`config.mk`:
```
export PLATFORM = sky130hd
export DESIGN_NAME = wash_controller
export DESIGN_NICKNAME = d
export VERILOG_FILES = /design/src/rtl/wash_pkg.sv /design/src/rtl/wash_phase_timer.sv /design/src/rtl/wash_controller.sv
export SDC_FILE = /design/constraint.sdc
export NUM_CORES = 1
export LEC_CHECK = 0
export ABC_CLOCK_PERIOD_IN_PS = 4600
export BUFFER_PORTS_ARGS = -buffer_cell sky130_fd_sc_hd__buf_2
export CAP_MARGIN = 25
export CORE_ASPECT_RATIO = 1.4
export CORE_UTILIZATION = 59
export CTS_CLUSTER_DIAMETER = 150
export DETAILED_ROUTE_END_ITERATION = 8
export PLACE_DENSITY = 0.8
export SYNTH_ARGS = -nofsm -noshare
export SYNTH_HDL_FRONTEND = slang
export SYNTH_SLANG_ARGS = --single-unit
```
`constraint.sdc`:
```
create_clock -name cp -period 4.6 [get_ports cp]
set_input_delay 0.69 -clock cp [delete_from_list [all_inputs] [get_ports cp]]
set_output_delay 0.69 -clock cp [all_outputs]
set_load 0.02 [all_outputs]
```
`src/rtl/wash_pkg.sv`:
```
// Shared definitions for the washing-machine sequencer: state codes (also used by
// the display path), phase bit positions, mode masks and mask-duration helpers.
package wash_pkg;

  typedef enum logic [2:0] {
    sShutDown = 3'd0,
    sBegin    = 3'd1,
    sSet      = 3'd2,
    sRun      = 3'd3,
    sError    = 3'd4,
    sPause    = 3'd5,
    sFinish   = 3'd6
  } washState_t;

  localparam int PH_WIN   = 7;
  localparam int PH_WASH  = 6;
  localparam int PH_ROUT  = 5;
  localparam int PH_RSPIN = 4;
  localparam int PH_RIN   = 3;
  localparam int PH_RINSE = 2;
  localparam int PH_DOUT  = 1;
  localparam int PH_DSPIN = 0;

  localparam logic [7:0] MASK_MODE1 = 8'hFF;
  localparam logic [7:0] MASK_MODE2 = 8'hC0;
  localparam logic [7:0] MASK_MODE3 = 8'h3F;
  localparam logic [7:0] MASK_MODE4 = 8'h03;

  // Phase durations indexed by phase bit, so dur[PH_WIN] is the wash water-in time.
  typedef logic [7:0][5:0] durArr_t;
  localparam durArr_t DEFAULT_DUR = {6'd3, 6'd9, 6'd3, 6'd3, 6'd3, 6'd6, 6'd3, 6'd6};

  function automatic logic [7:0] modeMask(input logic [2:0] mode);
    logic [7:0] m;
    case (mode)
      3'd2:    m = MASK_MODE2;
      3'd3:    m = MASK_MODE3;
      3'd4:    m = MASK_MODE4;
      default: m = MASK_MODE1;
    endcase
    return m;
  endfunction

  function automatic logic [5:0] mask_total(input logic [7:0] mask,
                                            input durArr_t dur = DEFAULT_DUR);
    logic [5:0] sum;
    sum = '0;
    for (int i = 0; i < 8; i++)
      if (mask[i]) sum = sum + dur[i];
    return sum;
  endfunction

  // Highest enabled phase strictly below `below`; result is {found, index}.
  function automatic logic [3:0] nextPhase(input logic [7:0] mask, input logic [3:0] below);
    logic [3:0] r;
    r = '0;
    for (int i = 0; i < 8; i++)
      if (mask[i] && (4'(i) < below)) r = {1'b1, 3'(i)};
    return r;
  endfunction

endpackage

```
`src/rtl/wash_phase_timer.sv`:
```
// Loadable 6-bit down-counter for the current wash phase; `last` flags the final tick.
module wash_phase_timer
(
  input  logic       cp,
  input  logic       rst_n,
  input  logic       clear,
  input  logic       load,
  input  logic       hold,
  input  logic       tick,
  input  logic [5:0] loadVal,
  output logic [5:0] count,
  output logic       last
);

  always_ff @(posedge cp or negedge rst_n) begin
    if (!rst_n)                          count <= '0;
    else if (clear)                      count <= '0;
    else if (load)                       count <= loadVal;
    else if (!hold && tick && count != '0) count <= count - 6'd1;
  end

  assign last = (count == 6'd1);

endmodule

```
`src/rtl/wash_controller.sv`:
```
// Washing-machine program sequencer: key/tick/lid inputs to registered state, LED
// data and three digit values for the display path.
module wash_controller
  import wash_pkg::*;
#(
  parameter int T_WIN    = 3,
  parameter int T_WASH   = 9,
  parameter int T_ROUT   = 3,
  parameter int T_RSPIN  = 3,
  parameter int T_RIN    = 3,
  parameter int T_RINSE  = 6,
  parameter int T_DOUT   = 3,
  parameter int T_DSPIN  = 6,
  parameter int T_BEGIN  = 2,
  parameter int T_FINISH = 3
)
(
  input  logic       cp,
  input  logic       rst_n,
  input  logic       tick,
  input  logic       powerKey,
  input  logic       startKey,
  input  logic       modeKey,
  input  logic       lidOpen,
  output logic [2:0] state,
  output logic [9:0] data,
  output logic [5:0] outLeft,
  output logic [5:0] outMiddle,
  output logic [5:0] outRight
);

  localparam durArr_t DUR = {6'(T_WIN), 6'(T_WASH), 6'(T_ROUT), 6'(T_RSPIN),
                             6'(T_RIN), 6'(T_RINSE), 6'(T_DOUT), 6'(T_DSPIN)};

  washState_t st, nxtSt;
  logic [2:0] phase, nxtPhase;
  logic [2:0] mode, nxtMode;
  logic [5:0] total, nxtTotal;
  logic [5:0] tickCnt, nxtTickCnt;
  logic [7:0] curMask;
  logic [3:0] firstInf, nextInf;
  logic       tmrClear, tmrLoad, tmrHold, phaseLast;
  logic [5:0] tmrLoadVal, phaseCount;

  function automatic logic [9:0] dataFor(input washState_t s, input logic [2:0] ph,
                                         input logic [7:0] mask);
    logic [9:0] d;
    d = '0;
    d[8] = (s != sShutDown);
    case (s)
      sSet:                 begin d[9] = 1'b1; d[7:0] = mask; end
      sRun, sPause, sError: d[7:0] = 8'd1 << ph;
      default:              ;
    endcase
    return d;
  endfunction

  assign curMask  = modeMask(mode);
  assign firstInf = nextPhase(curMask, 4'd8);
  assign nextInf  = nextPhase(curMask, {1'b0, phase});

  // The phase counter only moves on a tick that leaves the machine in run.
  assign tmrHold = !(st == sRun && !powerKey && !lidOpen && !startKey);

  always_comb begin
    nxtSt      = st;
    nxtPhase   = phase;
    nxtMode    = mode;
    nxtTotal   = total;
    nxtTickCnt = tickCnt;
    tmrClear   = 1'b0;
    tmrLoad    = 1'b0;
    tmrLoadVal = '0;
    if (st == sShutDown) begin
      if (powerKey) begin
        nxtSt      = sBegin;
        nxtTickCnt = '0;
      end
    end else if (powerKey) begin
      nxtSt    = sShutDown;
      nxtTotal = '0;
      nxtPhase = '0;
      tmrClear = 1'b1;
    end else begin
      case (st)
        sBegin: if (tick) begin
          if (tickCnt + 6'd1 == 6'(T_BEGIN)) begin
            nxtSt    = sSet;
            nxtTotal = mask_total(curMask, DUR);
          end else nxtTickCnt = tickCnt + 6'd1;
        end
        sSet: begin
          if (startKey && firstInf[3]) begin
            nxtSt      = sRun;
            nxtPhase   = firstInf[2:0];
            nxtTotal   = mask_total(curMask, DUR);
            tmrLoad    = 1'b1;
            tmrLoadVal = DUR[firstInf[2:0]];
          end else if (modeKey) begin
            nxtMode  = (mode == 3'd4) ? 3'd1 : mode + 3'd1;
            nxtTotal = mask_total(modeMask(nxtMode), DUR);
          end
        end
        sRun: begin
          if (lidOpen)       nxtSt = sError;
          else if (startKey) nxtSt = sPause;
          else if (tick) begin
            nxtTotal = total - 6'd1;
            if (phaseLast && nextInf[3]) begin
              nxtPhase   = nextInf[2:0];
              tmrLoad    = 1'b1;
              tmrLoadVal = DUR[nextInf[2:0]];
            end else if (phaseLast) begin
              nxtSt      = sFinish;
              nxtTickCnt = '0;
            end
          end
        end
        sPause: if (startKey) nxtSt = sRun;
        sError: if (!lidOpen) nxtSt = sRun;
        sFinish: if (tick) begin
          if (tickCnt + 6'd1 == 6'(T_FINISH)) begin
            nxtSt    = sShutDown;
            nxtTotal = '0;
            tmrClear = 1'b1;
          end else nxtTickCnt = tickCnt + 6'd1;
        end
        default: nxtSt = sShutDown;
      endcase
    end
  end

  always_ff @(posedge cp or negedge rst_n) begin
    if (!rst_n) begin
      st        <= sShutDown;
      phase     <= '0;
      mode      <= 3'd1;
      total     <= '0;
      tickCnt   <= '0;
      data      <= '0;
      outMiddle <= '0;
    end else begin
      st      <= nxtSt;
      phase   <= nxtPhase;
      mode    <= nxtMode;
      total   <= nxtTotal;
      tickCnt <= nxtTickCnt;
      data    <= dataFor(nxtSt, nxtPhase, modeMask(nxtMode));
      case (nxtSt)
        sShutDown:                  outMiddle <= '0;
        sSet, sRun, sPause, sError: outMiddle <= {3'b000, nxtMode};
        default:                    ;
      endcase
    end
  end

  wash_phase_timer uPhaseTimer (
    .cp      (cp),
    .rst_n   (rst_n),
    .clear   (tmrClear),
    .load    (tmrLoad),
    .hold    (tmrHold),
    .tick    (tick),
    .loadVal (tmrLoadVal),
    .count   (phaseCount),
    .last    (phaseLast)
  );

  assign state    = st;
  assign outLeft  = total;
  assign outRight = phaseCount;

endmodule
```
# Word-level counts from Yosys, hierarchy flattened

Memories as Yosys holds them, arrays and structs flattened.
Cells that the tools add are included.

$add $sub $neg: 25
Multiply operators: 0
Div/mod/pow operators: 0
Magnitude comparators: 9
Equal/unequal tests: 36
Shifts and indexed selects: 1
Mux-type cells: 227
Bitwise gates (word level): 1
Reduce and logical (&&, ||, !) cells: 29

Operators with widths:

| cell                  | number |
|---|---|
| $mux W6               | 153 |
| $add A6 B2 Y6 const B | 15 |
| $mux W3               | 30 |
| $pmux W8 S3           | 3 |
| $mux W4               | 15 |
| $mux W8               | 5 |
| $ne A3 B3 Y1 const B  | 11 |
| $eq A3 B2 Y1 const B  | 10 |
| $eq A3 B3 Y1 const B  | 8 |
| $pmux W6 S2           | 2 |
| $pmux W6 S4           | 1 |
| $add A6 B3 Y6 const B | 3 |
| $add A6 B4 Y6 const B | 3 |
| $pmux W3 S6           | 1 |
| $pmux W6 S3           | 1 |
| $pmux W8 S2           | 1 |
| $logic_and A1 B1 Y1   | 14 |
| $mux W1               | 13 |
| $eq A6 B2 Y1 const B  | 2 |
| $reduce_and A12 Y1    | 1 |
| $sub A6 B1 Y6 const B | 2 |
| $reduce_and A10 Y1    | 1 |
| $lt A3 B3 Y1 const A  | 3 |
| $lt A3 B4 Y1 const B  | 2 |
| other kinds (22)      | 28 |

Flip-flop bits (word level): 43
Bits in latches: 0
Memory bits (writable): 0
ROM bits: 96
Bits of input ports: 7
Output and inout port bits: 31
Logic and storage cells: 338
Memories kept: 2

Memories:

| memory          | words | bits a word | rd ports | clocked after memory_dff | write ports | line                   | text |
|---|---|---|---|---|---|---|---|
| (no name shown) | 8     | 6           | 1        | 0                        | 0           | wash_controller.sv:112 | `tmrLoadVal = DUR[nextInf[2:0]];` |
| (no name shown) | 8     | 6           | 1        | 0                        | 0           | wash_controller.sv:98  | `tmrLoadVal = DUR[firstInf[2:0]];` |

# Longest topological paths before layout

Gate-level depths: netlist of run 1.

Depth after elaboration: 69
Mapped depth: 17
Mapped depth without buffers: 16

# Cells and area by module

A second synthesis of run 1 with hierarchy kept.

Cell total of the unflattened synthesis: 411
Area total of the unflattened synthesis: 3475.8 sq um

By module, submodules not included:

| module           | instances | cells each | area each (sq um) | sequential area each (sq um) |
|---|---|---|---|---|
| wash_controller  | 1         | 361        | 3029.2            | 852.1 |
| wash_phase_timer | 1         | 50         | 446.7             | 150.1 |

# Least setup slack after synthesis of run 1

Ideal clock, no wire load.

Kind: flip-flop to flip-flop
Start: register mode[0]
End: register total[1], in the netlist outLeft[1]
Library setup time: 0.138 ns
Data arrival time: 3.074 ns
Required time: 4.462 ns
Path slack: 1.388 ns
Stages on the path, launching flop included: 17
Buffers on the path: 1
Clock period less this slack: 3.212 ns
Path through: dfstp_2 > ha_1 > ha_1 > a21oi_1 > nand2_1 > o21a_1 > inv_1 > ha_1 > clkbuf_1 > and2_1 > nor2_1 > ha_1 > nor2_1 > o21ai_0 > o211ai_1 > mux2i_1 > o22ai_1

Longest elaborated chain between the ends: 63
Elaborated cells between the ends (all ways): 174
Those cells by class: add/sub: 22; eq/ne: 7; mux: 143; reduce/logical: 2

Ends and longest elaborated chain:

| item                                                 | line                                   | text |
|---|---|---|
| from (decl)                                          | wash_controller.sv:37                  | `logic [2:0] mode, nxtMode;` |
| from (signal assigned)                               | wash_controller.sv:145                 | `mode <= nxtMode;` |
| $add A3 B1 Y3 / $eq A3 B3 Y1 (equally long branches) | wash_controller.sv:100, wash_pkg.sv:35 |  |
| $mux W3                                              | wash_controller.sv:100                 | `nxtMode = (mode == 3'd4) ? 3'd1 : mode + 3'd1;` |
| $eq A3 B3 Y1 / $eq A3 B2 Y1 (equally long branches)  | wash_pkg.sv:35                         | `case (mode)` |
| $pmux W8 S3                                          | wash_pkg.sv:35                         |  |
| $mux W8                                              | wash_controller.sv:99                  | `end else if (modeKey) begin` |
| $mux W8                                              | wash_controller.sv:93                  | `if (startKey && firstInf[3]) begin` |
| $mux W8                                              | wash_controller.sv:85                  | `case (st)` |
| $mux W8                                              | wash_controller.sv:79                  | `end else if (powerKey) begin` |
| (+47 left out)                                       | n/a                                    |  |
| $mux W6                                              | wash_controller.sv:79                  |  |
| $mux W6                                              | wash_controller.sv:74                  | `if (st == sShutDown) begin` |
| $add A6 B2 Y6                                        | wash_pkg.sv:49                         | `if (mask[i]) sum = sum + dur[i];` |
| $mux W6                                              | wash_pkg.sv:49                         |  |
| $mux W6                                              | wash_controller.sv:99                  |  |
| $mux W6                                              | wash_controller.sv:93                  |  |
| $pmux W6 S4                                          | wash_controller.sv:85                  |  |
| $mux W6                                              | wash_controller.sv:79                  |  |
| to (signal assigned)                                 | wash_controller.sv:146                 | `total <= nxtTotal;` |
| to (decl)                                            | wash_controller.sv:38                  | `logic [5:0] total, nxtTotal;` |

Several ways; a longest one is shown, not always the timed one. The select of a mux whose other input is x is not followed.
A chain may end at the register's enable or synchronous reset.

# Final worst setup path of run 1

Same ends and word-level chain as after synthesis.

==> flow_summary.yaml, run 1 <==
power_and_ir_drop:
  ir_drop_mv: 0.243
  power_mw: 1.47
  powerDensity_nw_per_um2: 422
  power_frac_seq_pct: 35.5
  p_switching_mw: 0.680
  combPwrFrac_pct: 47.0
  p_int_mw: 0.792
  pwr-share-clk_pct: 17.5
  p_leak_nw: 1.63
  sw_frac_of_total_pct: 46.2
global_route:
  antenna_found_initial: 0
  grtUsageMet3_pct: 3.95
  grt_pass1_vias: 2832
  grt.busiest_layer: "met2"
  grt_first_pass_wirelength_um: 13100
  grt_max_degree: 41
  met1_usage_pct: 33.9
  grt_usage_pct: 29.6
  grt_overflow_total: 0
  met2_usage_pct: 54.0
synth:
  synthAdderAreaFrac_pct: 7.38
  synth_top_area_share_pct: 30.3
  synth-main-ff-cell: "dfrtp_1"
  synth_xor_area_share_pct: 2.45
  syn_inst: 401
  synth-async-reset-ratio_pct: 100
  synth_cell_types: 68
  synth.area.mux_share_pct: 3.11
  synth_seq_cells: 40
  yosysWarnings: 0
  yosys.area.top_type: "dfrtp_1"
  synth_top_family_by_area: "compound AO/OA/AOI/OAI gates"
  synth_area_um2: 3220
  synth_compound_area_share_pct: 25.3
  synth-simple-area-share_pct: 24.3
  ys_seq_area_share_pct: 31.1
  avgSynthCellArea_um2: 8.03
  synth-edff-count: 0
  synth.area.top_cells: "dfrtp_1 30%, ha_1 7.4%, nor2_1 5.0%, nand2_1 4.8%, o31ai_1 4.0%"
hold_path:
  holdCritPathClass: "reg2reg"
setup_path:
  r2r_start: "mode[0]"
  crit_type: "reg2reg"
  cp-end-kind: "flip-flop"
  arrival_ns: 3.91
  crit_start: "mode[0]"
  critPathRequiredTime_ns: 4.77
  endpoint: "outLeft[1]"
  worstRegToRegCells: 15
  crit_path_max_fanout: 8
  worstSetupStartpointType: "flip-flop"
  timing.rr.end: "outLeft[1]"
  rrSetupSlack_ns: 0.86
outcome:
  status: "finished clean"
finish:
  final_cell_mix: "43 x nor2_1, 41 x nand2_1, 39 x dfrtp_1"
  drive_above_1_share_pct: 13.8
  final_common_cell: "nor2_1"
  area_delta_synth_final_pct: 8.27
  final_net_count: 451
  fillCellCount: 452
  register_area_um2: 1000
  multi_input_area_um2: 2030
  diodes: 0
  fin_util_pct: 67.1
clock_tree:
  clock_latency_ns: 0.30
  cts_tree: "done"
  ctsHoldBuffers: 0
  cts_htree_levels: 2
  postCtsSetupBuffers: 0
  clkTransAtPathRegs_ns: 0.09
  ctsLongestPathBuffers: 2
  cts_resized: 0
  numCtsBuffers: 5
  cts.sinks: 40
  root_buffer: "clkbuf_8"
place:
  port-buffer-count: 34
  hpwl_um: 6140
  gp_congestion: 0.962
sta:
  setup_violations: 0
  slew_headroom_pct: 39.0
  rsz0062_at_grt: "no"
  clock_skew_ns: 0.00783
  fmax_ghz: 0.267
  fin_crit_sh_pct: 81.3
  hold-worst-slack_ns: 0.504
  slew_viol_final: 0
  worstMarginPinSlew_ns: 0.915
  finalCriticalPeriod_ns: 3.74
  hold_viol_final: 0
  fin_setup_tns_ns: 0
floorplan:
  num_rows: 31
  num_io_pins: 38
  die-area_um2: 5760
  initial_core_util_pct: 62.0
  coreArea_um2: 5200
  dieHeight_um: 89.4
  die_width_um: 64.5
route:
  dr.pass1.iters: 5
  detail-route-antenna-nets: 0
  viasPerCell: 6.21
  drt-initial-drc-count: 234
  routed_wl_um: 8220
  wl_per_cell_um: 16.7
  drc: 0
  vias: 3056
run:
  maxCapViolations: 0
per-stage QoR:
step	instance area, µm²	std cells	setup slack [ns]
floorplan	3230	403	1.39
global placement	3390	484	1.01
detailed placement	3390	484	0.935
CTS	3490	492	0.885
global route	3490	492	0.528
finish	3490	492	0.860
sequential cells by signal, summed over array words and instances (netlist names):
register / cells
phase: 3
outMiddle: 3
outLeft: 6
uPhaseTimer.count: 6
tickCnt: 6
state: 3
mode: 3
data: 10
routing by layer:
metal / share of wire [%] / up-vias
li1: - / 1475
met1: 41 / 1448
met2: 51 / 105
met3: 4.1 / 28
met4: 3.5 / 0
met5: 0 / -
cells in the mapped netlist, types with 4 or more instances:
cell type	n
o21ai_1	7
and2_1	7
buf_2	6
clkbuf_1	10
mux2i_1	10
a21oi_1	23
o21ai_0	21
dfrtp_1	39
ha_1	19
o221ai_1	4
o31ai_1	17
nor2_1	43
and3_1	4
nand2_1	41
nor3_1	11
or3_1	5
nand2b_1	13
o22ai_1	7
inv_1	26
nor2b_1	4
nand3_1	10
xnor2_1	6
worst min path at each step:
stage                     depth (start not counted)    endpoint  slack, ns        from
final                                             1  tickCnt[5]       0.50  tickCnt[5]
after CTS                                         1  tickCnt[5]       0.51  tickCnt[5]
after detailed placement                          1  tickCnt[5]       0.49  tickCnt[5]
after global placement                            1  tickCnt[5]       0.49  tickCnt[5]
after floorplan                                   0     data[0]       0.39       rst_n
after global routing                              1  tickCnt[5]       0.54  tickCnt[5]
area by class of cell:
| type | instances | area share (%) |
|---|---|---|
| Clock buffer | 6 | 2.37 |
| Inverter | 29 | 3.12 |
| Multi-Input combinational cell | 315 | 58.1 |
| Tap cell | 66 | 2.37 |
| Timing Repair Buffer | 34 | 4.88 |
| Sequential cell | 40 | 28.7 |
| Clock inverter | 2 | 0.395 |
power groups by stage:
| stage | Sequential (mW) | Combinational, mW | Clock (mW) |
|---|---|---|---|
| floorplan | 0.537 | 0.490 | 0 |
| global placement | 0.521 | 0.670 | 0 |
| detailed placement | 0.526 | 0.683 | 0 |
| CTS | 0.519 | 0.687 | 0.267 |
| global route | 0.534 | 0.761 | 0.277 |
| finish | 0.522 | 0.692 | 0.258 |
critical path, cell delays in order, from the launching register on:
cell	delay, ns
dfstp_2	0.58
ha_1	0.27
ha_1	0.31
a21oi_1	0.41
nand2_1	0.26
o21a_1	0.20
inv_1	0.06
ha_1	0.32
and2_1	0.21
nor2_1	0.06
ha_1	0.27
nor2_1	0.03
o21ai_0	0.21
o211ai_1	0.13
mux2i_1	0.17
o22ai_1	0.10
cell families (layout without fill, tap and decap cells):
kind of cell    count (synthesis)  after routing
simple gates                  158            158
mux                            10             10
flops                          40             40
compound gates                116            116
buf+inv                        48             71
other cells                     1              3
xor+xnor                        9              9
fa+ha+maj                      19             19
Note: power is estimated with default switching activity, not from simulation.
==> run 2: changes to the inputs <==
Settings changed: ABC_AREA set to 1, ABC_CLOCK_PERIOD_IN_PS 4600 to 3500.
Clock period 4.6 ns to 3.5 ns, I/O delays scaled along.
==> run 2 against run 1 <==
Against the previous run:
- non-clock buffer count is the same
- fmax up 20%
- worst hold slack lost 0.15 ns
- clock power up 60%
- setup slack lost 0.48 ns
- cell count rose by 17%
==> flow_summary.yaml, run 2 <==
sta:
  finalCriticalPeriod_ns: 3.12
  setup_violations: 0
  fin_setup_tns_ns: 0
  clock_skew_ns: 0.00956
  fmax_ghz: 0.321
  fin_crit_sh_pct: 89.1
  slew_viol_final: 0
  slew_headroom_pct: 39.4
  rsz0062_at_grt: "no"
  worstMarginPinSlew_ns: 0.909
  setup_slack_ns: 0.382
  hold_viol_final: 0
power_and_ir_drop:
  ir_drop_mv: 0.419
  p_leak_nw: 1.97
  powerDensity_nw_per_um2: 796
place:
  gp_congestion: 0.971
  placed_area_um2: 3480
  place_ws_ns: 0.301
  port-buffer-count: 34
  hpwl_um: 6290
  dp_cells: 567
synth:
  synth_cell_types: 45
  synth.area.top_cells: "dfrtp_1 30%, nand2_1 16%, ha_1 7.3%, inv_1 6.0%, nor2_1 4.8%"
  synth-main-ff-cell: "dfrtp_1"
  ys_seq_area_share_pct: 30.8
  syn_inst: 471
  synth-edff-count: 0
  yosysWarnings: 0
  synth_area_um2: 3260
  yosys.area.top_type: "dfrtp_1"
  ys_top_cells_by_count: "140 x nand2_1, 52 x inv_1, 42 x nor2_1, 39 x dfrtp_1, 27 x nand3_1"
  synth_seq_cells: 40
  synth_top_area_share_pct: 30.0
  yosysMostFrequentCell: "nand2_1"
  avgSynthCellArea_um2: 6.92
  synth-async-reset-ratio_pct: 100
global_route:
  grt_pass1_vias: 3123
  grt_first_pass_wirelength_um: 13600
  grt_usage_pct: 29.6
  grt_max_degree: 41
  antenna_found_initial: 0
  grt_overflow_total: 0
setup_path:
  arrival_ns: 3.35
  critPathRequiredTime_ns: 3.73
  worstSetupStartpointType: "flip-flop"
  timing.rr.end: "data[2]"
  r2r_start: "mode[0]"
  crit_start: "mode[0]"
  rrSetupSlack_ns: 0.38
  cp-end-kind: "flip-flop"
  crit_type: "reg2reg"
  worstRegToRegCells: 20
  crit_path_max_fanout: 7
finish:
  diodes: 0
  final_net_count: 534
  final_area_um2: 3600
  final_cell_mix: "140 x nand2_1, 52 x inv_1, 42 x nor2_1"
  area_delta_synth_final_pct: 10.5
  largest_reg_flops: 10
  drive_above_1_share_pct: 21.4
  top_register: "data"
  final_common_cell: "nand2_1"
  stdcell_count: 575
floorplan:
  coreArea_um2: 5240
  dieHeight_um: 89.9
  num_rows: 31
  die-area_um2: 5830
  num_io_pins: 38
  initial_core_util_pct: 62.2
  die_width_um: 64.8
route:
  drt-initial-drc-count: 197
  viasPerCell: 5.50
  detail-route-antenna-nets: 0
  routed_wl_um: 7900
  wl_per_cell_um: 13.7
  drc: 0
  vias: 3163
  dr.pass1.iters: 4
run:
  maxCapViolations: 0
clock_tree:
  postCtsSetupBuffers: 0
  ctsLongestPathBuffers: 2
  clkTransAtPathRegs_ns: 0.09
  cts_htree_levels: 2
  root_buffer: "clkbuf_8"
  numCtsBuffers: 5
  cts.sinks: 40
  cts_tree: "done"
  clock_latency_ns: 0.30
outcome:
  status: "finished clean"
hold_path:
  holdCritPathClass: "in2async"
run 2: cell count changes after synthesis, sizes merged, moves of 8 or more:
| cell | previous run | this run |
|---|---|---|
| nand4 | 3 | 12 |
| o31ai | 17 | 5 |
| nand2b | 13 | 0 |
| a21oi | 25 | 15 |
| nand2 | 42 | 153 |
| inv | 28 | 73 |
| and2 | 8 | 0 |
| nand3 | 10 | 30 |
| clkbuf | 10 | 0 |
| mux2i | 10 | 0 |
run 2: cell families (layout without fill, tap and decap cells):
| group | Yosys count | in the layout | synth area share [%] |
|---|---|---|---|
| xor gates and xnor gates | 5 | 5 | 1.34 |
| and+or+nand+nor | 256 | 256 | 37.1 |
| buffers and inverters | 81 | 117 | 10.2 |
| adders and majority gates | 19 | 19 | 7.30 |
| AOI/OAI and AO/OA | 69 | 69 | 13.2 |
| other | 1 | 3 | 0.115 |
| DFF | 40 | 40 | 30.8 |
run 2: layout make-up:
| cell class | instances | area [µm²] |
|---|---|---|
| clock inverters | 2 | 38.8 |
| repair buffers | 34 | 170 |
| well taps | 66 | 82.6 |
| flip-flops and latches | 40 | 1000 |
| multi-input cells | 352 | 1930 |
| fillers | 483 | 1640 |
| inverters | 75 | 290 |
| clock buffers | 6 | 82.6 |
run 2: layer usage:
| layer | part of all wire (%) | routed length [µm] | global-route usage, % |
|---|---|---|---|
| met3 | 3.3 | 261 | 3.68 |
| met2 | 51 | 3990 | 51.2 |
| met5 | 0 | 0 | 0 |
| met4 | 5.3 | 422 | 17.4 |
| met1 | 41 | 3220 | 33.8 |
run 2: how the worst max path moves through the flow:
stage              end  slack [ns]  cells after the start
2_1_floorplan  data[0]        0.75                     21
3_3_place_gp   data[2]        0.43                     20
3_5_place_dp   data[2]        0.30                     20
4_1_cts        data[2]        0.27                     20
5_1_grt        data[2]       0.005                     20
6_report       data[2]        0.38                     20
run 2: per-stage QoR:
stage | hold slack (ns) | utilization, % | power [mW]
floorplan | 0.229 | - | 2.00
global placement | 0.480 | 66.4 | 2.40
detailed placement | 0.496 | 66.4 | 2.45
CTS | 0.389 | 68.7 | 2.86
global route | 0.428 | 68.8 | 3.12
finish | 0.351 | 68.8 | 2.87
run 2: power breakdown:
| part | internal [mW] | total (mW) | switching [mW] |
|---|---|---|---|
| sequential | 0.591 | 0.740 | 0.149 |
| combinational | 0.550 | 1.71 | 1.16 |
| clock | 0.234 | 0.413 | 0.180 |
| total | 1.38 | 2.87 | 1.49 |
run 2: repair_timing:
action	CTS	global route
hold buffers	0	0
hold endpoints to repair	0	0
setup endpoints to repair	0	6
gates resized for setup	0	1
run 2: critical path, stage by stage (launching register included):
cell and delay (ns):
dfstp_2 0.57, inv_1 0.08, ha_1 0.20, nand2_1 0.10
inv_1 0.12, a21oi_2 0.22, inv_1 0.07, ha_1 0.27
inv_1 0.16, nand4_2 0.17, nand3_1 0.19, nand2_1 0.13
inv_2 0.08, nand2_1 0.05, nand3_1 0.06, nand2_1 0.07
a21oi_1 0.19, nand2_1 0.10, nor2_1 0.09, nand2_1 0.06
nand2_1 0.05
